$ cat src/rtl/collision_tracker_if.sv
// rtl/collision_tracker_if.sv - position inputs and game status outputs of the collision tracker
// master drives positions and strobes; slave is the tracker itself.
interface collision_tracker_if #(
  parameter int COORD_W   = 4,
  parameter int NUM_PIPES = 2,
  parameter int SCORE_W   = 8
);
  logic                           start;
  logic                           tick;
  logic [COORD_W-1:0]             BirdY;
  logic [NUM_PIPES*COORD_W-1:0]   PipeX;
  logic [NUM_PIPES*COORD_W-1:0]   GapY;
  logic                           Playing;
  logic                           GameOver;
  logic                           Hit;
  logic                           ScoreInc;
  logic [SCORE_W-1:0]             Score;

  modport master (
    output start, tick, BirdY, PipeX, GapY,
    input  Playing, GameOver, Hit, ScoreInc, Score
  );

  modport slave (
    input  start, tick, BirdY, PipeX, GapY,
    output Playing, GameOver, Hit, ScoreInc, Score
  );
endinterface

$ cat src/rtl/collision_tracker.sv
// rtl/collision_tracker.sv - multi-pipe bird collision check, game state and saturating score
// All evaluation happens on tick in PLAY; every output is registered (latency 1).
module collision_tracker #(
  parameter int COORD_W   = 4,
  parameter int NUM_PIPES = 2,
  parameter int GAP_SIZE  = 4,
  parameter int BIRD_X    = 12,
  parameter int SCORE_W   = 8
) (
  input  logic              clk,
  input  logic              reset,
  collision_tracker_if.slave bus
);

  localparam int CNT_W = $clog2(NUM_PIPES + 1);
  localparam int SUM_W = SCORE_W + CNT_W;
  localparam logic [SCORE_W-1:0] SCORE_MAX = {SCORE_W{1'b1}};

  typedef enum logic [1:0] {IDLE, PLAY, OVER} state_t;

  state_t               state;
  logic [NUM_PIPES-1:0] scored;
  logic                 playing_q, gameover_q, hit_q, inc_q;
  logic [SCORE_W-1:0]   score_q;

  logic [NUM_PIPES-1:0] at, in_gap, fresh;
  logic                 any_hit;
  logic [CNT_W-1:0]     new_cnt;
  logic [COORD_W-1:0]   px, gy;
  logic [COORD_W:0]     gap_end;
  logic [SUM_W-1:0]     score_sum;
  logic [SCORE_W-1:0]   score_next;

  // Gap end is formed one bit wider so a gap near the top row never wraps to row 0.
  always_comb begin
    any_hit = (bus.BirdY == '0) || (bus.BirdY == '1);
    new_cnt = '0;
    at      = '0;
    in_gap  = '0;
    fresh   = '0;
    px      = '0;
    gy      = '0;
    gap_end = '0;
    for (int i = 0; i < NUM_PIPES; i++) begin
      px        = bus.PipeX[i*COORD_W +: COORD_W];
      gy        = bus.GapY[i*COORD_W +: COORD_W];
      gap_end   = {1'b0, gy} + (COORD_W+1)'(GAP_SIZE);
      at[i]     = (px == COORD_W'(BIRD_X));
      in_gap[i] = ({1'b0, bus.BirdY} >= {1'b0, gy}) && ({1'b0, bus.BirdY} < gap_end);
      if (at[i] && !in_gap[i])
        any_hit = 1'b1;
      fresh[i]  = at[i] && in_gap[i] && !scored[i];
      new_cnt   = new_cnt + CNT_W'(fresh[i]);
    end
    score_sum  = SUM_W'(score_q) + SUM_W'(new_cnt);
    score_next = (score_sum > SUM_W'(SCORE_MAX)) ? SCORE_MAX : score_sum[SCORE_W-1:0];
  end

  always_ff @(posedge clk) begin
    if (reset) begin
      state      <= IDLE;
      scored     <= '0;
      playing_q  <= 1'b0;
      gameover_q <= 1'b0;
      hit_q      <= 1'b0;
      inc_q      <= 1'b0;
      score_q    <= '0;
    end else begin
      hit_q <= 1'b0;
      inc_q <= 1'b0;
      case (state)
        IDLE, OVER: begin
          // A tick coinciding with start only opens the game; it is not evaluated.
          if (bus.start) begin
            state      <= PLAY;
            score_q    <= '0;
            scored     <= '0;
            playing_q  <= 1'b1;
            gameover_q <= 1'b0;
          end
        end
        PLAY: begin
          if (bus.tick) begin
            for (int i = 0; i < NUM_PIPES; i++) begin
              if (!at[i])
                scored[i] <= 1'b0;
              else if (in_gap[i] && !any_hit)
                scored[i] <= 1'b1;
            end
            if (any_hit) begin
              state      <= OVER;
              hit_q      <= 1'b1;
              playing_q  <= 1'b0;
              gameover_q <= 1'b1;
            end else if (new_cnt != '0) begin
              score_q <= score_next;
              inc_q   <= 1'b1;
            end
          end
        end
        default: state <= IDLE;
      endcase
    end
  end

  assign bus.Playing  = playing_q;
  assign bus.GameOver = gameover_q;
  assign bus.Hit      = hit_q;
  assign bus.ScoreInc = inc_q;
  assign bus.Score    = score_q;

endmodule

$ cat src/flat_wrapper.sv
// flat-port wrapper written by rule: the top's interface ports become plain ports
module collision_tracker_flat 
#(
  parameter int COORD_W   = 4,
  parameter int NUM_PIPES = 2,
  parameter int GAP_SIZE  = 4,
  parameter int BIRD_X    = 12,
  parameter int SCORE_W   = 8
)
  (clk, reset, bus_start, bus_tick, bus_BirdY, bus_PipeX, bus_GapY, bus_Playing, bus_GameOver, bus_Hit, bus_ScoreInc, bus_Score);
  collision_tracker_if #(.COORD_W(COORD_W), .NUM_PIPES(NUM_PIPES), .SCORE_W(SCORE_W)) bus_i ();
  input  logic clk;
  input  logic reset;
  input wire logic [$bits(bus_i.start)-1:0] bus_start;
  input wire logic [$bits(bus_i.tick)-1:0] bus_tick;
  input wire logic [$bits(bus_i.BirdY)-1:0] bus_BirdY;
  input wire logic [$bits(bus_i.PipeX)-1:0] bus_PipeX;
  input wire logic [$bits(bus_i.GapY)-1:0] bus_GapY;
  output wire logic [$bits(bus_i.Playing)-1:0] bus_Playing;
  output wire logic [$bits(bus_i.GameOver)-1:0] bus_GameOver;
  output wire logic [$bits(bus_i.Hit)-1:0] bus_Hit;
  output wire logic [$bits(bus_i.ScoreInc)-1:0] bus_ScoreInc;
  output wire logic [$bits(bus_i.Score)-1:0] bus_Score;
  assign bus_i.start = bus_start;
  assign bus_i.tick = bus_tick;
  assign bus_i.BirdY = bus_BirdY;
  assign bus_i.PipeX = bus_PipeX;
  assign bus_i.GapY = bus_GapY;
  assign bus_Playing = bus_i.Playing;
  assign bus_GameOver = bus_i.GameOver;
  assign bus_Hit = bus_i.Hit;
  assign bus_ScoreInc = bus_i.ScoreInc;
  assign bus_Score = bus_i.Score;
  collision_tracker #(.COORD_W(COORD_W), .NUM_PIPES(NUM_PIPES), .GAP_SIZE(GAP_SIZE), .BIRD_X(BIRD_X), .SCORE_W(SCORE_W)) u_core (.clk(clk), .reset(reset), .bus(bus_i));
endmodule
$ cat config.mk
export PLATFORM = sky130hd
export DESIGN_NAME = collision_tracker_flat
export DESIGN_NICKNAME = d
export VERILOG_FILES = /design/src/rtl/collision_tracker_if.sv /design/src/rtl/collision_tracker.sv /design/src/flat_wrapper.sv
export SDC_FILE = /design/constraint.sdc
export NUM_CORES = 1
export LEC_CHECK = 0
export CORE_ASPECT_RATIO = 1.5
export CORE_MARGIN = 10
export CORE_UTILIZATION = 40
export DETAILED_ROUTE_END_ITERATION = 16
export GPL_TIMING_DRIVEN = 0
export PLACE_DENSITY = 0.74
export SLEW_MARGIN = 10
export SYNTH_ARGS = -nofsm -noshare
export SYNTH_HDL_FRONTEND = slang
export SYNTH_SLANG_ARGS = --single-unit
export TNS_END_PERCENT = 5
$ cat constraint.sdc
create_clock -name clk -period 5.4 [get_ports clk]
set_clock_uncertainty 0.1 [all_clocks]
set_input_delay 0.54 -clock clk [delete_from_list [all_inputs] [get_ports clk]]
set_output_delay 0.54 -clock clk [all_outputs]
set_load 0.02 [all_outputs]
==> impl_table.tex <==
\begin{tabular}{lr}
\hline
Metric & Value \\
\hline
\multicolumn{2}{l}{\textbf{Status}} \\
\quad Run status & complete, no violations \\
\multicolumn{2}{l}{\textbf{Critical path}} \\
\quad Crit end category & flip-flop \\
\quad Startpoint of the worst setup timing path & bus\_GapY[2] \\
\quad Start-to-end type of the worst setup path & primary input to flip-flop \\
\quad Depth of the most critical reg-to-reg path & 10 \\
\quad Startpoint of the worst-slack reg-to-reg timing path & u\_core.scored[0] \\
\quad Required time at the endpoint of the critical path & 5450 ps \\
\quad Worst-path fanout max & 6 \\
\quad Kind of start point of the critical path & primary input \\
\quad Worst r2r dst & u\_core.bus.Score[2] \\
\quad Setup slack of the worst register-to-register path & 2720 ps \\
\quad Data arrival time of the critical path & between 4000 and 5000 ps \\
\quad Worst setup path endpoint & u\_core.bus.Score[2] \\
\multicolumn{2}{l}{\textbf{Floorplanning}} \\
\quad Height of the die & 89.9 um \\
\quad Die outline area & 5990 um\^{}2 \\
\quad Placeable core region & roughly 3200 um\^{}2 \\
\quad Core Rows & 25 \\
\quad Die width & 66.6 um \\
\quad Initial Utilization & 41.2\% \\
\quad Boundary Pins & 36 \\
\multicolumn{2}{l}{\textbf{Synth}} \\
\quad Number of synthesized register bits & 16 \\
\quad Nets in the synthesized netlist & roughly 190 \\
\quad Sequential cell area fraction in the yosys report & 24.6\% \\
\quad Cell Area, Synth & 1300 um\^{}2 \\
\quad Number of warnings issued by yosys & 0 \\
\quad Most used flip-flop cell after synthesis & sky130\_fd\_sc\_hd\_\_dfxtp\_1 \\
\quad Number of library cell types mapped by synthesis & 42 \\
\quad Async set-reset flop share out of synthesis & 0\% \\
\quad Mean Syn Cell Area & 8.80 um\^{}2 \\
\quad Number of flops mapped to enable cells by yosys & 0 \\
\quad Number of standard cells after synthesis & 148 \\
\multicolumn{2}{l}{\textbf{Detailed routing}} \\
\quad DR iter-0 viols & 71 \\
\quad Routed wire length & 3160 um \\
\quad Total number of vias & 1254 \\
\quad Number of search-and-repair iterations in the first detailed-routing pass & 6 \\
\quad DRC viols & 0 \\
\quad Remaining number of nets flagged by the antenna check after routing & 0 \\
\quad Vias per std cell & roughly 5.5 \\
\quad DR WL/cell & 13.9 um \\
\multicolumn{2}{l}{\textbf{Global routing}} \\
\quad Via count of the first global-routing pass & 1335 \\
\quad Pin count of the biggest net entering global routing & 10 \\
\quad Global-route wire length before repair & 5680 um \\
\quad Global-route usage over all layers & 11.1\% \\
\quad Overflow after GRT & 0 \\
\quad Antenna violations before repair & 0 \\
\multicolumn{2}{l}{\textbf{STA}} \\
\quad Endpoints failing setup & 0 \\
\quad Final worst path period need & a little over 4000 ps \\
\quad Setup Total Neg Slack & 0 ps \\
\quad Fin crit share & 76.1\% \\
\quad Max\_slew headroom & between 70 and 80\% \\
\quad Count of pins over their slew limit & 0 \\
\quad Final Hold Slack & 377 ps \\
\quad Unrepaired setup endpoints after global routing & no \\
\quad Highest attainable clock frequency & 243 MHz \\
\quad Final Hold Fails & 0 \\
\quad Slew at the pin closest to its max-slew limit & 416 ps \\
\multicolumn{2}{l}{\textbf{Worst hold path}} \\
\quad Type of the worst min-delay path & flip-flop to flip-flop \\
\multicolumn{2}{l}{\textbf{Clocking}} \\
\quad Post-CTS setup buffer count & 0 \\
\quad CTS tree & yes \\
\quad Number of buffers added to fix hold violations after cts & 0 \\
\quad Clock Pin Slew Worst Setup and Hold Paths & 70 ps \\
\quad Bufs on Longest Clock Path & 2 \\
\quad CTS buffer count & 3 \\
\quad Root Buffer Master & sky130\_fd\_sc\_hd\_\_clkbuf\_8 \\
\quad Clk\_lat worst skew & 250 ps \\
\quad Number of H-tree levels & 1 \\
\quad Number of clock sinks & 16 \\
\quad Cts repair resizes & 0 \\
\multicolumn{2}{l}{\textbf{Finish}} \\
\quad Layout cells sized above 1 & about a tenth \\
\quad Layout fillers & 285 \\
\quad Synth-to-layout area growth & 35.0\% \\
\quad Final-stage net count & 231 \\
\quad Final antenna diode count & 0 \\
\multicolumn{2}{l}{\textbf{Place}} \\
\quad Number of I/O port buffers & 35 \\
\quad Hpwl dp & 2740 um \\
\quad Routability congestion estimate & 0.768 \\
\multicolumn{2}{l}{\textbf{Pwr}} \\
\quad Worst IR Drop VDD & 0.000131 V \\
\quad Power per cell area & 176 nW/um\^{}2 \\
\quad Static leakage power & 0.757 nW \\
\multicolumn{2}{l}{\textbf{Job}} \\
\quad Maxcap violations & 0 \\
\hline
\end{tabular}
cell type report:
| cell class | instances | area, um^2 | share of cell area, % |
|---|---|---|---|
| Timing Repair Buffer | 35 | 350 | 19.9 |
| Inverter | 14 | 52.6 | 2.99 |
| Tap cell | 40 | 50.0 | 2.85 |
| Multi-Input combinational cell | 118 | 930 | 52.9 |
| Sequential cell | 16 | 320 | 18.2 |
| Clock buffer | 4 | 55.1 | 3.13 |
state kept, by name (all words and copies together) (netlist names):
signal / flops
u_core.bus.Score: 8
u_core.state: 2
u_core.bus.Hit: 1
u_core.scored: 2
u_core.bus.Playing: 1
u_core.bus.ScoreInc: 1
u_core.bus.GameOver: 1
cell families (layout without fill, tap and decap cells):
kind of cell / after synthesis / after routing / share of synthesized area, %
fa+ha+maj: 19 / 19 / 18.8
flops: 16 / 16 / 24.6
compound gates: 36 / 36 / 22.8
simple gates: 63 / 63 / 29.8
buf+inv: 14 / 53 / 4.03
layer usage:
layer / track usage (%) / vias up / routed length, um
li1: - / 621 / -
met1: 12.4 / 589 / 1220
met2: 19.3 / 38 / 1620
met3: 2.98 / 6 / 275
met4: 3.16 / 0 / 47
met5: 0 / - / 0
synthesized netlist by cell type, drive strengths merged, types with 3 or more instances:
| master | count | area, um^2 |
|---|---|---|
| nand3 | 4 | 20.0 |
| o211ai | 3 | 32.5 |
| or2 | 3 | 18.8 |
| nand4 | 3 | 18.8 |
| o21ai | 8 | 43.8 |
| nor3 | 8 | 51.3 |
| nor2b | 4 | 25.0 |
| a21oi | 9 | 45.0 |
| and3 | 3 | 18.8 |
| o22a | 3 | 26.3 |
| nor2 | 11 | 41.3 |
| nand2b | 5 | 31.3 |
| dfxtp | 16 | 320 |
| inv | 14 | 52.6 |
| nand2 | 11 | 41.3 |
| ha | 18 | 225 |
power breakdown:
group          total (W)  internal, W  switching [W]
registers       0.000122     0.000121     0.00000142
clock network   0.000109    0.0000648      0.0000438
logic          0.0000790    0.0000392      0.0000398
cells in the final DEF (no fill, tap or decap), types with 4 or more instances in the layout:
cell type	synthesis	final
sky130_fd_sc_hd__a21oi_1	9	9
sky130_fd_sc_hd__clkbuf_8	0	4
sky130_fd_sc_hd__clkdlybuf4s50_1	0	35
sky130_fd_sc_hd__dfxtp_1	16	16
sky130_fd_sc_hd__ha_1	18	18
sky130_fd_sc_hd__inv_1	14	14
sky130_fd_sc_hd__nand2_1	11	11
sky130_fd_sc_hd__nand2b_1	5	5
sky130_fd_sc_hd__nand3_1	4	4
sky130_fd_sc_hd__nor2_1	11	11
sky130_fd_sc_hd__nor2b_1	4	4
sky130_fd_sc_hd__nor3_1	7	7
sky130_fd_sc_hd__o21ai_0	6	6
how the worst min path moves through the flow:
stage,start,endpoint,cells after the start
floorplan,u_core.scored[1],u_core.scored[1],2
global placement,u_core.bus.GameOver,u_core.bus.GameOver,1
detailed placement,u_core.bus.GameOver,u_core.bus.GameOver,1
CTS,u_core.bus.GameOver,u_core.bus.GameOver,1
global route,u_core.scored[1],u_core.scored[1],2
finish,u_core.bus.GameOver,u_core.bus.GameOver,1
worst max-delay path, cell delays in order:
cell                              delay, ps
sky130_fd_sc_hd__clkdlybuf4s50_1        450
sky130_fd_sc_hd__ha_1                   290
sky130_fd_sc_hd__inv_1                   40
sky130_fd_sc_hd__ha_1                   300
sky130_fd_sc_hd__a21oi_1                120
sky130_fd_sc_hd__or2_2                  150
sky130_fd_sc_hd__nand3_1                 90
sky130_fd_sc_hd__nor3_1                 340
sky130_fd_sc_hd__ha_1                   300
sky130_fd_sc_hd__ha_1                   210
sky130_fd_sc_hd__fa_1                   420
sky130_fd_sc_hd__nand3_1                140
sky130_fd_sc_hd__nor2_1                  90
sky130_fd_sc_hd__nand4_1                210
sky130_fd_sc_hd__o21ai_0                130
sky130_fd_sc_hd__o21ai_1                140
sky130_fd_sc_hd__a21bo_1                200
stage by stage:
step | cells | setup slack, ps | instance area (um^2) | total power [W] | utilization (%)
after floorplan | 148 | 1800 | 1300 | 0.000171 | -
after global placement | 223 | 1090 | 1700 | 0.000200 | 53.9
after detailed placement | 223 | 1000 | 1700 | 0.000204 | 53.9
after CTS | 227 | 1260 | 1760 | 0.000311 | 55.6
after global routing | 227 | 956 | 1760 | 0.000328 | 55.6
final | 227 | 1290 | 1760 | 0.000310 | 55.6
Note: power is estimated with default switching activity, not from simulation.
